File: src/rtl/ball_multi_motion.sv
// ----------------------------------------------------------------------------
// ball_multi_motion
//   Motion and graphics engine for NUM_BALLS independent square balls on a
//   640x480 raster. Once per frame (rising edge of the registered vsync) a
//   sequencer walks the balls, one per clock, and moves each one by SPEED on
//   both axes. A ball bounces off both edges of each axis. The pixel path
//   draws the balls over a dotted background grid. RGB and the syncs leave
//   through one register stage, so they stay aligned.
//
// Ports
//   clk         in   pixel clock (clk25)
//   reset       in   synchronous, active-high
//   stop        in   1 = freeze positions (directions kept)
//   hpos/vpos   in   beam position from hvsync_generator
//   display_on  in   active-video flag
//   hsync_in    in   raw hsync
//   vsync_in    in   raw vsync
//   hsync/vsync out  syncs delayed by 1 clk
//   rgb         out  {b,g,r}, registered
//   ledh/ledv   out  some ball hit an X / Y edge in the last completed frame
//   busy        out  update sequencer active
// ----------------------------------------------------------------------------
module ball_multi_motion #(
   parameter int NUM_BALLS   = 4,
   parameter int BALL_SIZE   = 4,
   parameter int H_ACTIVE    = 640,
   parameter int V_ACTIVE    = 480,
   parameter int SPEED       = 2,
   parameter int INIT_H_STEP = 64,
   parameter int INIT_V_STEP = 32
) (
   input  logic       clk,
   input  logic       reset,
   input  logic       stop,
   input  logic [9:0] hpos,
   input  logic [9:0] vpos,
   input  logic       display_on,
   input  logic       hsync_in,
   input  logic       vsync_in,
   output logic       hsync,
   output logic       vsync,
   output logic [2:0] rgb,
   output logic       ledh,
   output logic       ledv,
   output logic       busy
);

   localparam logic [10:0] LIM_X  = 11'(H_ACTIVE - BALL_SIZE);
   localparam logic [10:0] LIM_Y  = 11'(V_ACTIVE - BALL_SIZE);
   localparam logic [10:0] STEP   = 11'(SPEED);
   localparam logic [2:0]  LAST_K = 3'(NUM_BALLS - 1);
   localparam logic [9:0]  SIZE   = 10'(BALL_SIZE);

   typedef enum logic {S_IDLE, S_UPDATE} state_t;

   state_t      r_state, w_state_next;
   logic [2:0]  r_k, w_k_next;
   logic        w_last;

   logic        r_vsync, r_vs_prev, r_hsync;
   logic [2:0]  r_rgb;
   logic        r_ledh, r_ledv, r_hith, r_hitv;
   logic        w_tick;

   logic [9:0]  r_x [NUM_BALLS];
   logic [9:0]  r_y [NUM_BALLS];
   logic        r_dx [NUM_BALLS];   // 1 = moving +
   logic        r_dy [NUM_BALLS];

   // Ball currently addressed by the sequencer and its next state
   logic [9:0]  w_cur_x, w_cur_y, w_nx, w_ny;
   logic        w_cur_dx, w_cur_dy, w_ndx, w_ndy, w_hx, w_hy;
   logic [10:0] w_xp, w_yp;

   logic [NUM_BALLS-1:0] w_in;
   logic [2:0]  w_rgb;

   // The registered vsync doubles as the delayed sync output; one more stage
   // gives the previous value for the rising-edge tick.
   assign w_tick = r_vsync & ~r_vs_prev;

   // ---------------- sequencer FSM ----------------
   always_ff @(posedge clk) begin
      if (reset) begin
         r_state <= S_IDLE;
         r_k     <= 3'd0;
      end else begin
         r_state <= w_state_next;
         r_k     <= w_k_next;
      end
   end

   always_comb begin
      w_state_next = r_state;
      w_k_next     = r_k;
      w_last       = 1'b0;
      case (r_state)
         S_IDLE: begin
            if (w_tick) begin
               w_state_next = S_UPDATE;
               w_k_next     = 3'd0;
            end
         end
         S_UPDATE: begin
            if (r_k == LAST_K) begin
               w_state_next = S_IDLE;
               w_k_next     = 3'd0;
               w_last       = 1'b1;
            end else begin
               w_k_next = r_k + 3'd1;
            end
         end
         default: w_state_next = S_IDLE;
      endcase
   end

   // ---------------- per-ball motion ----------------
   // Select the addressed ball with a compare loop rather than an index so the
   // 3-bit counter never reaches past the array.
   always_comb begin
      w_cur_x  = 10'd0;
      w_cur_y  = 10'd0;
      w_cur_dx = 1'b0;
      w_cur_dy = 1'b0;
      for (int i = 0; i < NUM_BALLS; i++) begin
         if (r_k == 3'(i)) begin
            w_cur_x  = r_x[i];
            w_cur_y  = r_y[i];
            w_cur_dx = r_dx[i];
            w_cur_dy = r_dy[i];
         end
      end
   end

   // 11-bit sums so pos+SPEED cannot wrap before the limit compare.
   assign w_xp = {1'b0, w_cur_x} + STEP;
   assign w_yp = {1'b0, w_cur_y} + STEP;

   always_comb begin
      w_nx  = w_cur_x;
      w_ndx = w_cur_dx;
      w_hx  = 1'b0;
      w_ny  = w_cur_y;
      w_ndy = w_cur_dy;
      w_hy  = 1'b0;
      if (!stop) begin
         if (w_cur_dx) begin
            if (w_xp >= LIM_X) begin
               w_nx = LIM_X[9:0]; w_ndx = 1'b0; w_hx = 1'b1;
            end else begin
               w_nx = w_xp[9:0];
            end
         end else begin
            if ({1'b0, w_cur_x} <= STEP) begin
               w_nx = 10'd0; w_ndx = 1'b1; w_hx = 1'b1;
            end else begin
               w_nx = w_cur_x - STEP[9:0];
            end
         end
         if (w_cur_dy) begin
            if (w_yp >= LIM_Y) begin
               w_ny = LIM_Y[9:0]; w_ndy = 1'b0; w_hy = 1'b1;
            end else begin
               w_ny = w_yp[9:0];
            end
         end else begin
            if ({1'b0, w_cur_y} <= STEP) begin
               w_ny = 10'd0; w_ndy = 1'b1; w_hy = 1'b1;
            end else begin
               w_ny = w_cur_y - STEP[9:0];
            end
         end
      end
   end

   always_ff @(posedge clk) begin
      if (reset) begin
         for (int i = 0; i < NUM_BALLS; i++) begin
            r_x[i]  <= 10'(INIT_H_STEP * i);
            r_y[i]  <= 10'(INIT_V_STEP * i);
            r_dx[i] <= ((i % 2) == 0);
            r_dy[i] <= 1'b1;
         end
         r_hith <= 1'b0;
         r_hitv <= 1'b0;
         r_ledh <= 1'b0;
         r_ledv <= 1'b0;
      end else if (r_state == S_UPDATE) begin
         for (int i = 0; i < NUM_BALLS; i++) begin
            if (r_k == 3'(i)) begin
               r_x[i]  <= w_nx;
               r_y[i]  <= w_ny;
               r_dx[i] <= w_ndx;
               r_dy[i] <= w_ndy;
            end
         end
         // The last ball's own hit is folded in directly, since its flag
         // would otherwise land in the accumulator one clock too late.
         if (w_last) begin
            r_ledh <= r_hith | w_hx;
            r_ledv <= r_hitv | w_hy;
            r_hith <= 1'b0;
            r_hitv <= 1'b0;
         end else begin
            r_hith <= r_hith | w_hx;
            r_hitv <= r_hitv | w_hy;
         end
      end
   end

   // ---------------- pixel path ----------------
   // Unsigned 10-bit differences: a beam left of / above the ball wraps to a
   // large value and falls outside the box without a second compare.
   generate
      for (genvar gi = 0; gi < NUM_BALLS; gi++) begin : g_ball_hit
         logic [9:0] w_dh, w_dv;
         assign w_dh      = hpos - r_x[gi];
         assign w_dv      = vpos - r_y[gi];
         assign w_in[gi]  = (w_dh < SIZE) && (w_dv < SIZE);
      end
   endgenerate

   always_comb begin
      w_rgb = 3'b000;
      if (display_on) begin
         if (hpos[2:0] == 3'd0 && vpos[2:0] == 3'd0) begin
            w_rgb = 3'b010;
         end
         // Walk downward so the lowest covering index is the one left standing.
         for (int i = NUM_BALLS - 1; i >= 0; i--) begin
            if (w_in[i]) begin
               w_rgb = 3'((i % 7) + 1);
            end
         end
      end
   end

   always_ff @(posedge clk) begin
      if (reset) begin
         r_rgb     <= 3'b000;
         r_hsync   <= 1'b0;
         r_vsync   <= 1'b0;
         r_vs_prev <= 1'b0;
      end else begin
         r_rgb     <= w_rgb;
         r_hsync   <= hsync_in;
         r_vsync   <= vsync_in;
         r_vs_prev <= r_vsync;
      end
   end

   assign rgb   = r_rgb;
   assign hsync = r_hsync;
   assign vsync = r_vsync;
   assign ledh  = r_ledh;
   assign ledv  = r_ledv;
   assign busy  = (r_state == S_UPDATE);

endmodule

File: config.mk
export PLATFORM = sky130hd
export DESIGN_NAME = ball_multi_motion
export DESIGN_NICKNAME = d
export VERILOG_FILES = /design/src/rtl/ball_multi_motion.sv
export SDC_FILE = /design/constraint.sdc
export NUM_CORES = 1
export LEC_CHECK = 0
export CORE_ASPECT_RATIO = 0.75
export CORE_UTILIZATION = 40
export CTS_BUF_LIST = sky130_fd_sc_hd__clkbuf_4 sky130_fd_sc_hd__clkbuf_8 sky130_fd_sc_hd__clkbuf_16
export CTS_CLUSTER_SIZE = 12
export DETAILED_ROUTE_END_ITERATION = 8
export PLACE_DENSITY_LB_ADDON = 0.1
export REMOVE_ABC_BUFFERS = 1
export SLEW_MARGIN = 20
export SYNTH_ARGS = -nofsm -noshare
export SYNTH_HDL_FRONTEND = slang
export SYNTH_SLANG_ARGS = --single-unit
export TNS_END_PERCENT = 1
File: constraint.sdc
create_clock -name clk -period 5.2 [get_ports clk]
set_clock_uncertainty 0.15 [all_clocks]
set_input_delay 0.78 -clock clk [delete_from_list [all_inputs] [get_ports clk]]
set_output_delay 0.78 -clock clk [all_outputs]
set_load 0.1 [all_outputs]
==> results.rst, run 1 <==
.. list-table::
   :header-rows: 1

   * - Metric
     - Value
   * - Result of the run
     - completed
   * - Design area
     - 9870 sq um
   * - Pin count of the biggest net entering global routing
     - 40
   * - Final Slew Violations
     - 0
   * - Critical path launch point
     - r_k[0]$_SDFFE_PP0P_
   * - Via count of the first global-routing pass
     - 7036
   * - Instance count after placement with tap cells included
     - 1334
   * - Worst-skew pair later-pin latency
     - 370 ps
   * - Max-cap viol count
     - 0
   * - Setup slack of the most critical reg-to-reg path
     - 740 ps
   * - Worst hold slack
     - 334 ps
   * - First-pass GRT wire length
     - 43900 microns
   * - Slew at the pin closest to its max-slew limit
     - 1080 ps
   * - Antenna violations before repair
     - 0
   * - Final Hold Viols
     - 0
   * - Min-delay worst type
     - register to register
   * - Effective utilization at floorplan
     - 41.3%
   * - Synthesis Warnings
     - 0
   * - Routed via count
     - 8175
   * - Share of post-route cells with drive strength above 1
     - 6.87%
   * - Fraction of registers with async set/reset
     - 0%
   * - Primary flip-flop cell chosen by synthesis mapping
     - edfxtp_1
   * - Beginning of the worst register-to-register path
     - r_k[0]$_SDFFE_PP0P_
   * - Number of setup buffers added after CTS
     - 0
   * - Detailed-placement wirelength estimate
     - 22700 microns
   * - Number of cells produced by synthesis
     - 1025
   * - Leading post-synthesis cells by instance count
     - 110 x nor2_1, 87 x inv_1, 83 x edfxtp_1
   * - Hold endpoint
     - r_hitv$_SDFFE_PP0P_
   * - Wirelength, routed
     - 29500 microns
   * - CP startpoint kind
     - register
   * - Final clock period utilization by the worst path
     - 85.8%
   * - Post-layout min period
     - 4460 ps
   * - Drt initial violations
     - 1017
   * - Library cell with the highest instance count after synthesis
     - nor2_1
   * - Final WS setup
     - 738 ps
   * - Number of sinks driven by the clock tree
     - 102
   * - Setup_tns
     - 0 ps
   * - Synthesis-to-finish area growth
     - 11.5%
   * - Cell area after synthesis
     - 8850 sq um
   * - Std-Cell Rows
     - 46
   * - Number of buffers inserted by port buffering
     - 33
   * - Cell depth of the worst min-delay path
     - 1
   * - Reg2reg path depth
     - 11
   * - Antenna viol nets, final
     - 0
   * - Worst relative slew slack
     - 27.8%
   * - Top cells by area in the synthesized netlist
     - edfxtp_1 28%, ha_1 10%, nor2_1 4.7%
   * - Final core area utilization
     - 46.1%
   * - X dimension of the die
     - 174 microns
   * - Post-Synthesis Mean Instance Area
     - 8.64 sq um
   * - Largest area contributor in the netlist
     - edfxtp_1
   * - P_leak
     - 3.85 nW
   * - Peak clock frequency supported by timing
     - 224 MHz
   * - Final number of setup-violating endpoints
     - 0
   * - Register bit total from synthesis
     - 102
   * - Worst min-delay path startpoint
     - r_hitv$_SDFFE_PP0P_
   * - TritonCTS Buffers
     - 9
   * - Number of vias per cell
     - 6.06
   * - Number of synthesized flops with an enable pin
     - 83
   * - Maximum buffer depth of the clock tree
     - 2
   * - CTS resizes
     - 0
   * - Req. time, crit path
     - 5120 ps
   * - Filler Cell Count
     - 2140
   * - Unique masters post-synth
     - 89
   * - H-tree depth
     - 3
   * - Type of element capturing the critical path
     - register
   * - Hold-fix buffers, CTS
     - 0
   * - Power per standard cell area
     - 261 nW/um^2
   * - Critical path fanouts, max
     - 9
   * - R2r endpoint
     - r_y[0][7]$_SDFFCE_PN0P_
   * - Top-area cell type share of the netlist area
     - 28.2%
   * - Share of the yosys chip area belonging to registers
     - 32.5%
   * - Routed WL per cell
     - 21.9 microns
   * - Pre-Repair DR Iteration Count
     - 5
   * - Detailed-route DRC error count
     - 0
   * - Type of the worst setup path
     - register to register
   * - Peak supply drop
     - 0.133 mV
   * - Post-layout instance count excluding filler cells
     - 1350
   * - Chip Height
     - 131 microns
   * - Core Box Area
     - 21400 sq um
   * - Total track usage
     - 26.1%
   * - Clock-pin transition on the worst setup and hold timing paths
     - 80 ps
   * - TritonCTS clock tree
     - built
   * - Post-detailed-placement cell area
     - 9540 sq um
   * - Die Footprint
     - 22700 sq um
   * - Net count, final
     - 1157
   * - Worst slack, placed
     - 777 ps
   * - Root cell of the clock tree
     - clkbuf_16
   * - Number of inserted diodes
     - 0
   * - Count of boundary I/O pins
     - 34
   * - Endpoint arrival time on the critical path
     - 4380 ps
   * - RSZ-0062 raised after global routing
     - no
   * - Overall overflow remaining after global route
     - 0
   * - Post-route total power
     - 2.58 mW
   * - Gp weighted congestion
     - 0.930
layout by cell type, fill, tap and decap left out, types with 9 or more instances in the layout:
cell               n
nor2_1           110
inv_1             86
edfxtp_1          83
nand2_1           81
a21oi_1           74
ha_1              74
nor3_1            38
o21ai_0           33
clkdlybuf4s50_1   33
buf_4             26
xnor2_1           22
nand3_1           19
a21o_1            19
dfxtp_1           19
nor2b_1           18
a211oi_1          17
mux2i_1           16
nand2b_1          15
xor2_1            15
nand3b_1          13
a31oi_1           12
nor4_1            12
a22oi_1           11
and2_1            11
a221oi_1          10
a221o_1            9
and3_1             9
o31ai_1            9
clkbuf_16          9
metal layers:
layer / vias to the layer above / track usage, % / share of wire (%)
met5: - / 0 / 0
met4: 0 / 5.21 / 1.2
met3: 29 / 5.06 / 9.3
met2: 380 / 35.0 / 37
met1: 3880 / 41.9 / 52
li1: 3886 / - / -
report_power, final:
| part | internal, mW | switching, mW | total [mW] |
|---|---|---|---|
| Sequential | 0.917 | 0.0325 | 0.950 |
| Combinational | 0.314 | 0.546 | 0.861 |
| Clock | 0.431 | 0.336 | 0.767 |
| Total | 1.66 | 0.915 | 2.58 |
flip-flops by register name (all words and copies together) (netlist names):
register and count:
vsync 1, r_hitv 1, r_x 40, r_dy 4, ledv 1, ledh 1
r_hith 1, r_y 40, busy 1, r_vs_prev 1, rgb 3, hsync 1
r_k 3, r_dx 4
worst max-delay path, cell delays in order, from the launching register on:
cell and delay (ps):
dfxtp_1 340, ha_1 340, nor2_1 690, a32oi_1 350, inv_1 160, ha_1 220
inv_1 100, or4_4 570, or4b_4 530, and2_4 220, nor4b_4 400, nor3_1 90
kinds of logic (layout without fill, tap and decap cells):
logic type | count (synthesis) | in the layout | synth area share [%]
flops | 102 | 102 | 32.5
mux | 19 | 19 | 2.19
xor+xnor | 37 | 37 | 3.66
fa+ha+maj | 74 | 74 | 10.5
compound gates | 289 | 289 | 23.1
simple gates | 377 | 377 | 22.2
buf+inv | 127 | 164 | 5.96
layout make-up:
| cell class | instances | area (sq um) | share of cell area (%) |
|---|---|---|---|
| well taps | 288 | 360 | 3.65 |
| flip-flops and latches | 102 | 2870 | 29.1 |
| repair buffers | 59 | 526 | 5.32 |
| clock buffers | 10 | 233 | 2.36 |
| clock inverters | 6 | 92.6 | 0.938 |
| multi-input cells | 796 | 5450 | 55.2 |
| inverters | 89 | 334 | 3.38 |
worst max-delay path by stage:
stage / cells after the start / to
global route: 11 / r_y[1][7]$_SDFFCE_PN0P_
finish: 11 / r_y[0][7]$_SDFFCE_PN0P_
detailed placement: 11 / r_y[2][7]$_SDFFCE_PN0P_
floorplan: 11 / r_y[3][7]$_SDFFCE_PN0P_
global placement: 11 / r_y[1][7]$_SDFFCE_PN0P_
CTS: 11 / r_y[2][7]$_SDFFCE_PN0P_
Power figures use the tool's default switching activity.
==> run 2, diff against run 1 <==
--- a/config.mk
+++ b/config.mk
@@ -12,6 +12,7 @@
 export DETAILED_ROUTE_END_ITERATION = 8
 export PLACE_DENSITY_LB_ADDON = 0.1
 export REMOVE_ABC_BUFFERS = 1
+export SKIP_CTS_REPAIR_TIMING = 1
 export SLEW_MARGIN = 20
 export SYNTH_ARGS = -nofsm -noshare
 export SYNTH_HDL_FRONTEND = slang
==> results of run 2 <==
The final DEF is identical to that of run 1; final timing and power are the same.
==> run 3, diff against run 2 <==
--- a/config.mk
+++ b/config.mk
@@ -5,12 +5,13 @@
 export SDC_FILE = /design/constraint.sdc
 export NUM_CORES = 1
 export LEC_CHECK = 0
+export CAP_MARGIN = 20
 export CORE_ASPECT_RATIO = 0.75
 export CORE_UTILIZATION = 40
 export CTS_BUF_LIST = sky130_fd_sc_hd__clkbuf_4 sky130_fd_sc_hd__clkbuf_8 sky130_fd_sc_hd__clkbuf_16
 export CTS_CLUSTER_SIZE = 12
 export DETAILED_ROUTE_END_ITERATION = 8
-export PLACE_DENSITY_LB_ADDON = 0.1
+export PLACE_DENSITY = 0.59
 export REMOVE_ABC_BUFFERS = 1
 export SKIP_CTS_REPAIR_TIMING = 1
 export SLEW_MARGIN = 20
==> constraint.sdc (replaced) <==
create_clock -name clk -period 5.2 [get_ports clk]
set_clock_uncertainty 0.15 [all_clocks]
set_input_delay 0.78 -clock clk [delete_from_list [all_inputs] [get_ports clk]]
set_output_delay 0.78 -clock clk [all_outputs]
set_load 0.02 [all_outputs]
==> run 3 against run 2 <==
Against the previous run:
- cell count down 0.30%
- first-iteration DRC count down 3.4%
- utilization down 0.27 points
- count of clock-buffer cells in the layout down 1
- worst setup slack worse by 82 ps
- sequential share of layout area up 0.17 points
- fmax down 1.8%
- critical path type unchanged
- largest power group unchanged
==> results.rst, run 3 (synthesis gave the netlist of run 1 again) <==
.. list-table::
   :header-rows: 1

   * - Metric
     - Value
   * - Final clock period utilization by the worst path
     - 87.4% (+1.6 points)
   * - TritonCTS clock tree
     - built
   * - Critical path fanouts, max
     - 20 (+11)
   * - Number of buffers inserted by port buffering
     - 33 (unchanged)
   * - WP buf/inv
     - 2 (unchanged)
   * - Req. time, crit path
     - 5140 ps (+20 ps)
   * - CP startpoint kind
     - register
   * - Worst-path cell with the longest stage delay
     - ha_1
   * - Result of the run
     - completed
   * - Final Hold Viols
     - 0 (unchanged)
   * - Chip Height
     - 131 microns (unchanged)
   * - Kind of cell adding the most delay to the critical path
     - compound AO/OA/AOI/OAI gates
   * - Wirelength, routed
     - 28700 microns (-2.9%)
   * - Peak clock frequency supported by timing
     - 220 MHz (-1.8%)
   * - Final Slew Violations
     - 0 (unchanged)
   * - Drt initial violations
     - 982 (-3.4%)
   * - Setup_tns
     - 0 ps (unchanged)
   * - Pre-Repair DR Iteration Count
     - 6 (+1)
   * - Share of post-route cells with drive strength above 1
     - 6.43% (-0.45 points)
   * - Count of boundary I/O pins
     - 34 (unchanged)
   * - Peak supply drop
     - 0.145 mV (+9.3%)
   * - Net count, final
     - 1153 (-0.35%)
   * - Effective utilization at floorplan
     - 41.3% (unchanged)
   * - Min-delay worst type
     - register to register
   * - Reg2reg path depth
     - 11 (unchanged)
   * - Endpoint arrival time on the critical path
     - 4480 ps (+100 ps)
   * - P_leak
     - 3.82 nW (-0.78%)
   * - Cell depth of the worst min-delay path
     - 1 (unchanged)
   * - Register cell area after layout
     - 2870 sq um (unchanged)
   * - H-tree depth
     - 3 (unchanged)
   * - Number of inserted diodes
     - 0 (unchanged)
   * - Maximum buffer depth of the clock tree
     - 2 (unchanged)
   * - Number of vias per cell
     - 6.02 (-0.52%)
   * - Routed via count
     - 8108 (-0.82%)
   * - RSZ-0062 raised after global routing
     - no
   * - Number of sinks driven by the clock tree
     - 102 (unchanged)
   * - Std-Cell Rows
     - 46 (unchanged)
   * - TritonCTS Buffers
     - 9 (unchanged)
   * - Worst-skew pair later-pin latency
     - 370 ps (about the same)
   * - Most common cell after layout, fill and taps aside
     - nor2_1
   * - Post-layout min period
     - 4540 ps (+81.8 ps)
   * - Commonest non-fill, non-tap cells in the layout
     - 110 x nor2_1, 86 x inv_1, 83 x edfxtp_1, 81 x nand2_1
   * - Filler Cell Count
     - 2174 (+1.6%)
   * - Final WS setup
     - 656 ps (-81.8 ps)
   * - Slew at the pin closest to its max-slew limit
     - 1160 ps (+82.9 ps)
   * - Detailed-placement wirelength estimate
     - 22200 microns (-2.0%)
   * - Total track usage
     - 25.8% (-0.27 points)
   * - Post-detailed-placement cell area
     - 9510 sq um (-0.31%)
   * - Chain of cells forming the critical path
     - inv_1 -> ha_1 -> buf_4 -> nor2b_1 -> a21oi_1 -> o31ai_1 -> nand3b_1 -> o31ai_2 -> o21ai_0 -> a221oi_1 -> nor2_1
   * - Biggest cell delay along the critical path
     - 700 ps (about the same)
   * - Power per standard cell area
     - 253 nW/um^2 (-3.1%)
   * - Worst hold slack
     - 328 ps (-5.76 ps)
   * - Type of element capturing the critical path
     - register
   * - Worst slack, placed
     - 823 ps (+46.1 ps)
   * - Top Registers
     - r_x: 40 flops, r_y: 40 flops
   * - Die Footprint
     - 22700 sq um (unchanged)
   * - Area of combinational cells with multiple inputs
     - 5450 sq um (unchanged)
   * - Overall overflow remaining after global route
     - 0 (unchanged)
   * - Number of stages on the worst setup path
     - 11 (unchanged)
   * - X dimension of the die
     - 174 microns (unchanged)
   * - Routed WL per cell
     - 21.3 microns (-2.6%)
   * - Core Box Area
     - 21400 sq um (unchanged)
   * - Gp weighted congestion
     - 0.979 (+5.3%)
   * - Design area
     - 9810 sq um (-0.60%)
   * - Synthesis-to-finish area growth
     - 10.8%
   * - Root cell of the clock tree
     - clkbuf_16
   * - Detailed-route DRC error count
     - 0 (unchanged)
   * - Worst relative slew slack
     - 22.6% (-5.3 points)
   * - Max-cap viol count
     - 0 (unchanged)
   * - Via count of the first global-routing pass
     - 7278 (+3.4%)
   * - Pin count of the biggest net entering global routing
     - 40 (unchanged)
   * - First-pass GRT wire length
     - 44000 microns (+0.24%)
   * - Final number of setup-violating endpoints
     - 0 (unchanged)
   * - Type of the worst setup path
     - register to register
   * - Antenna violations before repair
     - 0 (unchanged)
   * - Clock-pin transition on the worst setup and hold timing paths
     - 80 ps (about the same)
   * - Antenna viol nets, final
     - 0 (unchanged)
## run 3: changes by cell type in the layout (fill, tap and decap cells not counted), sizes merged
| cell | previous run | this run |
|---|---|---|
| buf | 26 | 22 |
| inv | 89 | 92 |
| bufinv | 2 | 0 |
| clkinv | 2 | 4 |
| clkinvlp | 2 | 0 |
| clkbuf | 10 | 9 |
## run 3: worst reg2reg max path: cells and delay by family, from the launching register on
kind                     cells  cell delay (ps)
AO/OA/AOI/OAI                5             1950
adder cells (fa/ha/maj)      1              700
buffers and inverters        2              460
flip-flops                   1              350
AND/OR/NAND/NOR              3              660
## run 3: area by class of cell
class                      count  share of cell area, %
sequential                   102                   29.3
inverter                      89                   3.41
multi-input combinational    796                   55.6
timing repair buffer          55                   5.05
clock inverter                 7                  0.727
clock buffer                   9                   2.30
tap                          288                   3.67
## run 3: final timing paths
check,slack (ps),startpoint,end
hold / removal,330,r_hitv$_SDFFE_PP0P_,r_hitv$_SDFFE_PP0P_
hold reg to reg,330,r_hitv$_SDFFE_PP0P_,r_hitv$_SDFFE_PP0P_
setup reg to reg,660,r_k[0]$_SDFFE_PP0P_,r_x[0][9]$_SDFFCE_PN0P_
setup / recovery,660,r_k[0]$_SDFFE_PP0P_,r_x[0][9]$_SDFFCE_PN0P_
## run 3: per-stage QoR
step                total power, mW  instances  utilization (%)
floorplan                      1.52        987                -
global placement               1.77       1330             44.4
detailed placement             1.78       1330             44.4
CTS                            2.47       1346             45.8
global route                   2.60       1346             45.8
finish                         2.48       1346             45.8
## run 3: power breakdown
group	leakage, nW	internal [mW]	total, mW	switching, mW
Clock	0.147	0.342	0.700	0.358
Sequential	0.984	0.917	0.952	0.0344
Combinational	2.69	0.305	0.831	0.525
Total	3.82	1.56	2.48	0.917
## run 3: per-layer routing
| metal | part of all wire, % | track usage (%) |
|---|---|---|
| met1 | 50 | 39.3 |
| met2 | 38 | 35.2 |
| met3 | 10 | 7.29 |
| met4 | 1.6 | 6.09 |
| met5 | 0 | 0 |
==> patch (config.mk and constraints of run 2) <==
Set the parameter `NUM_BALLS` to 8 (it was 4).
--- a/src/rtl/ball_multi_motion.sv
+++ b/src/rtl/ball_multi_motion.sv
@@ -22,5 +22,5 @@
 // ----------------------------------------------------------------------------
 module ball_multi_motion #(
-   parameter int NUM_BALLS   = 4,
+   parameter int NUM_BALLS   = 8,
    parameter int BALL_SIZE   = 4,
    parameter int H_ACTIVE    = 640,
Formal check against the unedited RTL: not equivalent (Yosys sat finds a counterexample within 4 cycles, from zero or initial values and one cycle with reset high).
==> patch against run 2 <==
- area after synthesis increased by 74%
- non-clock buffer count increased by 48
- critical endpoint is now r_dy[1][1]
- critical path type unchanged
- routed wire length increased by 110%
- worst setup slack got worse by 0.35 ns
- power increased by 80%
- sequential power increased by 92%
- largest cell class unchanged
- design area increased by 74%
- sequential cell count increased by 88
==> patch: results (changes against run 2) <==
| Metric | Value |
|---|---|
| Final GP Congestion | 0.947 (was 0.930) |
| DRT Pass-1 Iters | 6 (was 5) |
| Max FO, Critical Path | 10 (was 9) |
| Hold WC Path Type | reg2reg (unchanged) |
| DR iter-0 viols | 1981 (was 1017) |
| Synth cell types | 93 (was 89) |
| Synth top area cells | edfxtp_1 (34%), ha_1 (11%), nor2_1 (4.7%) (was edfxtp_1 (28%), ha_1 (10%), nor2_1 (4.7%)) |
| Synth top cells by count | nor2_1 (192), edfxtp_1 (174), inv_1 (165), ha_1 (140), nand2_1 (132) (was nor2_1 (110), inv_1 (87), edfxtp_1 (83), nand2_1 (81)) |
| # nets final | 1941 (was 1157) |
| Worst-skew pair later-pin latency | 0.47 ns (was 0.37 ns) |
| Fin worst setup slack | 0.383 ns (was 0.738 ns) |
| Max-Cap Viols | 0 (unchanged) |
| Placement Setup Slack | 0.388 ns (was 0.777 ns) |
| Overall Global Routing Usage | 0.318 (was 0.261) |
| Initial antenna violation count | 0 (unchanged) |
| Via count | 14336 (was 8175) |
| Largest regs | r_x x80, r_y x80 (was r_x x40, r_y x40) |
| Num CTS Buffers | 17 (was 9) |
| DP Area | 16600 sq um (was 9540 sq um) |
| Layout cells sized above 1 | 0.100 (was 0.0687) |
| Syn avg cell area | 9.00 sq um (was 8.64 sq um) |
| Root Buffer | clkbuf_16 (unchanged) |
| Sw power | 1720 uW (was 915 uW) |
| Via density | 6.25 (was 6.06) |
| Status | complete, no violations (unchanged) |
| First-pass GRT wire length | 89.9 mm (was 43.9 mm) |
| Maximum number of pins on one net before global-route repair | 47 (was 40) |
| H-Tree Depth | 4 (was 3) |
| Max incr delay on CP | 0.62 ns (was 0.69 ns) |
| CP max stage cell | or4b_1 (was nor2_1) |
| Kind of critical path | reg2reg (unchanged) |
| Number of synthesized flops with an enable pin | 174 (was 83) |
| Pleak | 0.00677 uW (was 0.00385 uW) |
| Ys flop type | edfxtp_1 (unchanged) |
| Placed Cells incl. Taps | 2260 (was 1334) |
| Reg clk slew, reported paths | 0.09 ns |
| ANT cells | 0 (unchanged) |
| Sequential cell area fraction in the yosys report | 0.359 (was 0.325) |
| Maximum VDD drop | 225 uV (was 133 uV) |
| R2R setup slack | 0.38 ns (was 0.74 ns) |
| Detailed Place HPWL | 47.4 mm (was 22.7 mm) |
| Port Buffers | 33 (unchanged) |
| Number of warning messages in the yosys log | 0 (unchanged) |
| Max Slew Vio Count | 0 (unchanged) |
| Vias in the first global route | 13014 (was 7036) |
| Final WL | 62.3 mm (was 29.5 mm) |
| Ys async rst share | 0 (unchanged) |
| Max-slew headroom | 0.309 (was 0.278) |
| Max clock buf depth | 2 (unchanged) |
patch: cell count changes after synthesis, sizes merged, moves of 20 or more:
cell / run 2 / this run
buf: 17 / 38
ha: 74 / 140
edfxtp: 83 / 174
inv: 87 / 168
xnor2: 22 / 49
nand2: 81 / 133
a21oi: 75 / 111
a21o: 19 / 39
nor2: 110 / 200
nand3: 19 / 43
patch: worst paths after layout:
path / start / endpoint / cells after the start
worst max-delay path: r_k[0] / r_dy[1][1] / 14
worst min-delay path: r_hitv / r_hitv / 2
worst max register to register: r_k[0] / r_dy[1][1] / 14
worst min register to register: r_hitv / r_hitv / 2
patch: worst max-delay path: cells and delay by family, from the launching register on:
family | cells | cell delay (ns)
DFF | 1 | 0.39
adders and majority gates | 3 | 0.83
and+or+nand+nor | 5 | 1.52
AOI/OAI and AO/OA | 6 | 1.68
patch: area by class of cell:
class	count	area, sq um
Clock inverter	15	163
Sequential cell	190	5550
Multi-Input combinational cell	1290	8890
Inverter	169	634
Timing Repair Buffer	107	911
Tap cell	504	631
Clock buffer	17	425
Fill cell	3628	20400
patch: per-stage QoR:
stage,hold WS (ns),setup TNS [ns],power (uW)
5_1_grt,0.346,0,4810
6_report,0.328,0,4640
2_1_floorplan,0.288,-28.11,2690
4_1_cts,0.332,0,4600
3_5_place_dp,0.309,0,3250
3_3_place_gp,0.303,0,3250
patch: kinds of logic (layout without fill, tap and decap cells):
kind of cell | count (synthesis) | after routing | share of synthesized area
AOI/OAI and AO/OA | 430 | 430 | 0.202
xor gates and xnor gates | 77 | 77 | 0.0437
buffers and inverters | 234 | 308 | 0.0653
muxes | 24 | 24 | 0.0165
and+or+nand+nor | 619 | 619 | 0.199
adders and majority gates | 140 | 140 | 0.114
DFF | 190 | 190 | 0.359
patch: layer usage:
metal,share of wire,track usage,vias up
li1,-,-,6409
met1,0.47,0.490,6970
met2,0.39,0.439,890
met3,0.12,0.0767,67
met4,0.019,0.0707,0
met5,0,0,-
patch: power groups by stage:
stage,clock (uW),combinational (uW),sequential [uW]
floorplan,0,864,1830
global placement,0,1400,1850
detailed placement,0,1410,1850
CTS,1370,1410,1810
global route,1430,1550,1820
finish,1370,1450,1820
